$ cat src/rtl/kit_voice_mixer.sv
// Voice mixer: gathers one sample per player each frame, sums them, and
// writes a scaled stereo sample to the codec; merges player clear requests.
module kit_voice_mixer #(
   parameter int NUM_VOICES     = 6,
   parameter int SAMPLE_W       = 10,
   parameter int OUT_W          = 32,
   parameter int COLLECT_CYCLES = 4
) (
   input  logic                           clock,
   input  logic                           resetn,
   input  logic [NUM_VOICES*SAMPLE_W-1:0] voice_sample,
   input  logic [NUM_VOICES-1:0]          voice_valid,
   input  logic [NUM_VOICES-1:0]          voice_clear,
   output logic [NUM_VOICES-1:0]          voice_ready,
   input  logic                           codec_allowed,
   output logic [OUT_W-1:0]               left_channel_audio_out,
   output logic [OUT_W-1:0]               right_channel_audio_out,
   output logic                           write_audio_out,
   output logic                           clear_audio_out_memory
);

   localparam int ACC_W = SAMPLE_W + 3;
   localparam int SHIFT = OUT_W - ACC_W;
   localparam int CNT_W = (COLLECT_CYCLES > 1) ? $clog2(COLLECT_CYCLES) : 1;
   localparam int IDX_W = (NUM_VOICES > 1) ? $clog2(NUM_VOICES) : 1;

   typedef enum logic [1:0] {
      S_IDLE,
      S_COLLECT,
      S_SUM,
      S_WRITE
   } state_t;

   state_t                               state_q, state_d;
   logic [NUM_VOICES-1:0]                ready_q, ready_d;
   logic [NUM_VOICES-1:0]                cap_q, cap_d;
   logic [NUM_VOICES-1:0][SAMPLE_W-1:0]  smp_q, smp_d;
   logic [ACC_W-1:0]                     acc_q, acc_d;
   logic [CNT_W-1:0]                     cnt_q, cnt_d;
   logic [IDX_W-1:0]                     idx_q, idx_d;
   logic [OUT_W-1:0]                     chan_q, chan_d;
   logic                                 clr_q, clr_d;
   logic                                 wr;

   always_comb begin
      state_d = state_q;
      ready_d = ready_q;
      cap_d   = cap_q;
      smp_d   = smp_q;
      acc_d   = acc_q;
      cnt_d   = cnt_q;
      idx_d   = idx_q;
      chan_d  = chan_q;
      clr_d   = |voice_clear;
      wr      = 1'b0;

      unique case (state_q)
         S_IDLE: begin
            if (codec_allowed) begin
               state_d = S_COLLECT;
               cap_d   = '0;
               smp_d   = '0;
               ready_d = '1;
               cnt_d   = CNT_W'(COLLECT_CYCLES - 1);
            end
         end
         S_COLLECT: begin
            for (int i = 0; i < NUM_VOICES; i++) begin
               if (voice_valid[i] && ready_q[i]) begin
                  smp_d[i] = voice_sample[i*SAMPLE_W +: SAMPLE_W];
                  cap_d[i] = 1'b1;
               end
            end
            ready_d = ~cap_d;
            if (cnt_q == '0) begin
               state_d = S_SUM;
               ready_d = '0;
               acc_d   = '0;
               idx_d   = '0;
            end else begin
               cnt_d = cnt_q - CNT_W'(1);
            end
         end
         S_SUM: begin
            // uncaptured latches were zeroed at frame start, so they add 0
            acc_d = acc_q + ACC_W'($signed(smp_q[idx_q]));
            if (idx_q == IDX_W'(NUM_VOICES - 1)) begin
               state_d = S_WRITE;
               chan_d  = OUT_W'($signed(acc_d)) << SHIFT;
            end else begin
               idx_d = idx_q + IDX_W'(1);
            end
         end
         S_WRITE: begin
            if (codec_allowed) begin
               wr      = 1'b1;
               state_d = S_IDLE;
            end
         end
         default: state_d = S_IDLE;
      endcase

      // a clear request kills the frame, including a pending write
      if (|voice_clear) begin
         state_d = S_IDLE;
         cap_d   = '0;
         ready_d = '0;
         chan_d  = chan_q;
         wr      = 1'b0;
      end
   end

   always_ff @(posedge clock or posedge resetn) begin
      if (resetn) begin
         state_q <= S_IDLE;
         ready_q <= '0;
         cap_q   <= '0;
         smp_q   <= '0;
         acc_q   <= '0;
         cnt_q   <= '0;
         idx_q   <= '0;
         chan_q  <= '0;
         clr_q   <= 1'b0;
      end else begin
         state_q <= state_d;
         ready_q <= ready_d;
         cap_q   <= cap_d;
         smp_q   <= smp_d;
         acc_q   <= acc_d;
         cnt_q   <= cnt_d;
         idx_q   <= idx_d;
         chan_q  <= chan_d;
         clr_q   <= clr_d;
      end
   end

   assign voice_ready             = ready_q;
   assign left_channel_audio_out  = chan_q;
   assign right_channel_audio_out = chan_q;
   assign write_audio_out         = wr;
   assign clear_audio_out_memory  = clr_q;

endmodule

$ cat config.mk
export PLATFORM = sky130hd
export DESIGN_NAME = kit_voice_mixer
export DESIGN_NICKNAME = d
export VERILOG_FILES = /design/src/rtl/kit_voice_mixer.sv
export SDC_FILE = /design/constraint.sdc
export NUM_CORES = 1
export LEC_CHECK = 0
export CAP_MARGIN = 40
export CORE_ASPECT_RATIO = 1.25
export CORE_MARGIN = 4
export CORE_UTILIZATION = 40
export CTS_CLUSTER_SIZE = 30
export DETAILED_ROUTE_END_ITERATION = 16
export HOLD_SLACK_MARGIN = 0.08
export MAX_ROUTING_LAYER = met4
export PLACE_DENSITY = 0.7
export SLEW_MARGIN = 15
export SYNTH_ARGS = -nofsm -noshare
export SYNTH_HDL_FRONTEND = slang
export SYNTH_SLANG_ARGS = --single-unit
$ cat constraint.sdc
create_clock -name clock -period 3.3 [get_ports clock]
set_input_delay 0.33 -clock clock [delete_from_list [all_inputs] [get_ports clock]]
set_output_delay 0.33 -clock clock [all_outputs]
set_load 0.005 [all_outputs]
==> run_results.csv <==
group,metric,value,unit
run_status,status,"finished, final reports clean",
worst_hold_path,hold_class,"input port to async pin",
timing,whs,0.398,ns
drt,first_pass_iters,5,
finish,antenna-diode-count,0,
floorplanning,start_util,41.0,%
yosys,netlist_instances,624,
yosys,yosysMostFrequentCell,"dfrtp_1",
clock_network,clk_path_buf_depth,2,
drt,drtIter0Drc,270,
placement,dp_hpwl,11400,um
timing,maxSlewHeadroom,54.1,%
pwr,power.density,341,nW/um2
grt,grt_overflow_total,0,
clock_network,cts_tree,"done",
clock_network,clkTransAtPathRegs,0.07,ns
floorplanning,coreArea,14500,um2
timing,rsz0062_at_grt,"false",
grt,antenna_found_initial,0,
floorplanning,rows,49,
timing,max_freq,316,MHz
worst_setup_path,start_kind,"flip-flop",
grt,grt_pass1_vias,4797,
yosys,synth-simple-area-share,11.0,%
grt,grt_pass1_wl,24300,um
timing,fin_crit_sh,95.9,%
drt,wire_per_inst,16.2,um
finish,layout.nets,818,
drt,viasPerCell,5.25,
drt,drc,0,
worst_setup_path,worstPathMaxFanout,9,
yosys,syn_area_per_cell,9.52,um2
floorplanning,io_pins,147,
pwr,ir_worst_vdd,0.202,mV
placement,place.gp.congestion,0.864,
floorplanning,die_y,144,um
yosys,synth_top_family_by_area,"compound AO/OA/AOI/OAI gates",
clock_network,root_buffer,"clkbuf_16",
timing,min_period,3.16,ns
placement,dp_cells,888,
yosys,synth_ff_type,"dfrtp_1",
yosys,synthTopCellsByArea,"dfrtp_1, buf_4, o21ai_0, nand3_1, ha_1",
yosys,yosysTopAreaCell,"dfrtp_1",
yosys,synth_adder_area_share,4.55,%
timing,worstMarginPinSlew,0.689,ns
worst_setup_path,worstSetupPathType,"flip-flop to flip-flop",
yosys,synth_area,5940,um2
yosys,yosysWarnings,0,
clock_network,cts_made_buffers,9,
placement,portBuffers,108,
yosys,synth_seq_cells,106,
drt,vias,4752,
placement,pre_cts_ws,-0.0266,ns
floorplanning,die_area,16900,um2
finish,layout-drive-gt1-share,10.7,%
finish,fin_util,51.0,%
worst_setup_path,arrival,3.40,ns
finish,areaGrowthSynthToFinish,24.2,%
timing,setup_ws,0.135,ns
timing,finalHoldViolations,0,
yosys,synthDistinctLibCells,56,
yosys,async_reset_ff_share,100,%
grt,global_route.usage.total,18.7,%
yosys,yosysSeqAreaShare,44.7,%
clock_network,htreeDepth,3,
finish,final_cells,905,
flow_run,maxCapViolCount,0,
grt,grt_max_degree,47,
timing,fin_worst_skew,0.00518,ns
worst_setup_path,endpoint_kind,"flip-flop",
finish,final_area,7380,um2
yosys,synth_edf_count,0,
yosys,yosys-top-cells-count,"dfrtp_1, o21ai_0, inv_1",
yosys,synth_top_area_share,44.7,%
floorplanning,die_w,117,um
clock_network,insertion_delay,0.34,ns
placement,placed_area,7070,um2
timing,finalSetupViolCount,0,
worst_setup_path,cp.required,3.53,ns
yosys,synth-compound-area-share,17.7,%
pwr,p_leak,3.18,nW
drt,wl,14700,um
drt,antenna_left,0,
yosys,synthMuxAreaShare,7.67,%
timing,slew_viol_final,0,
yosys,synth_xor_area_share,1.71,%
clock_network,cts.sinks,106,
==> metal layers <==
| metal | up-vias | global-route usage (%) | wire [um] |
|---|---|---|---|
| li1 | 2280 | - | - |
| met1 | 2312 | 24.9 | 6560 |
| met2 | 144 | 30.4 | 7300 |
| met3 | 16 | 2.93 | 622 |
| met4 | 0 | 3.93 | 205 |
| met5 | - | - | 0 |
==> timing repair <==
action	4_1_cts	5_1_grt
gates resized for setup	3	4
cloned	0	0
setup buffers	0	1
hold buffers	0	0
pin swaps	0	4
endpoints found under the setup margin	2	5
==> area by class of cell <==
type / instances / area [um2]
Sequential cell: 106 / 2660
Tap cell: 178 / 223
Multi-Input combinational cell: 408 / 2690
Inverter: 64 / 243
Clock buffer: 10 / 229
Fill cell: 1366 / 7090
Clock inverter: 6 / 52.6
Timing Repair Buffer: 133 / 1280
==> per-stage QoR <==
| step | total power, mW | TNS (ns) |
|---|---|---|
| 3_3_place_gp | 1.52 | 0 |
| 3_5_place_dp | 1.52 | -0.0400 |
| 5_1_grt | 2.62 | 0 |
| 6_report | 2.52 | 0 |
| 4_1_cts | 2.55 | 0 |
| 2_1_floorplan | 1.43 | 0 |
==> where the power goes <==
part           switching, mW  leakage, nW  internal (mW)
Sequential           0.00303         1.46           1.30
Combinational         0.0948         1.58         0.0972
Clock                  0.497        0.131          0.522
==> cell usage in the layout (no fill, tap or decap), types with 3 or more instances in the layout <==
| cell | netlist | routed |
|---|---|---|
| a211oi_1 | 7 | 7 |
| a21o_1 | 4 | 4 |
| a21oi_1 | 18 | 18 |
| a22o_1 | 14 | 14 |
| a22oi_1 | 4 | 4 |
| a31oi_1 | 6 | 6 |
| and2_1 | 3 | 3 |
| buf_4 | 51 | 23 |
| clkbuf_16 | 0 | 9 |
| clkdlybuf4s50_1 | 0 | 108 |
| clkinv_4 | 0 | 3 |
| conb_1 | 1 | 38 |
| dfrtp_1 | 106 | 104 |
| ha_1 | 20 | 17 |
| ha_2 | 0 | 3 |
| inv_1 | 62 | 61 |
| mux2_2 | 7 | 7 |
| mux2i_1 | 14 | 14 |
| mux4_2 | 10 | 10 |
| nand2_1 | 42 | 42 |
| nand3_1 | 56 | 56 |
| nor2_1 | 20 | 20 |
| nor2b_1 | 4 | 4 |
| o21ai_0 | 76 | 75 |
| o21ai_1 | 11 | 12 |
| o21bai_1 | 4 | 4 |
| o221a_2 | 6 | 6 |
| xnor2_1 | 6 | 6 |
| xor2_1 | 3 | 3 |
==> state kept, by name (all words and copies together) (netlist names) <==
register / count
smp_q: 60
acc_q: 13
left_channel_audio_out: 13
cap_q: 6
voice_ready: 6
idx_q: 3
cnt_q: 2
state_q: 2
clear_audio_out_memory: 1
==> logic make-up after synthesis <==
kind of cell,Yosys count
buffers and inverters,147
xor gates and xnor gates,10
adders and majority gates,21
other,1
and+or+nand+nor,140
muxes,32
DFF,106
AOI/OAI and AO/OA,167
==> worst paths after layout <==
| path | from | endpoint | slack [ns] | cells past startpoint |
|---|---|---|---|---|
| hold / removal | resetn | voice_ready[2]$_DFFE_PP0P_ | 0.40 | 2 |
| hold reg to reg | cap_q[4]$_DFFE_PP0P_ | cap_q[4]$_DFFE_PP0P_ | 0.50 | 2 |
| max in group asynchronous | resetn | smp_q[24]$_DFFE_PP0P_ | 2.10 | 3 |
| setup reg to reg | idx_q[0]$_DFFE_PP0P_ | left_channel_audio_out[28]$_DFFE_PP0P_ | 0.14 | 11 |
| min in group clock | cap_q[4]$_DFFE_PP0P_ | cap_q[4]$_DFFE_PP0P_ | 0.50 | 2 |
| setup / recovery | idx_q[0]$_DFFE_PP0P_ | left_channel_audio_out[28]$_DFFE_PP0P_ | 0.14 | 11 |
==> critical path, stage by stage, from the launching register on <==
cell and delay [ns]:
dfrtp_2 0.42, buf_12 0.15, mux4_2 0.49, nand2_1 0.09, o21ai_1 0.13, ha_1 0.35, a211oi_2 0.26, nor3b_1 0.11
o31a_1 0.32, or3_1 0.32, and2_1 0.16, mux2_2 0.25
No activity file was read; power rests on OpenSTA's default activity.
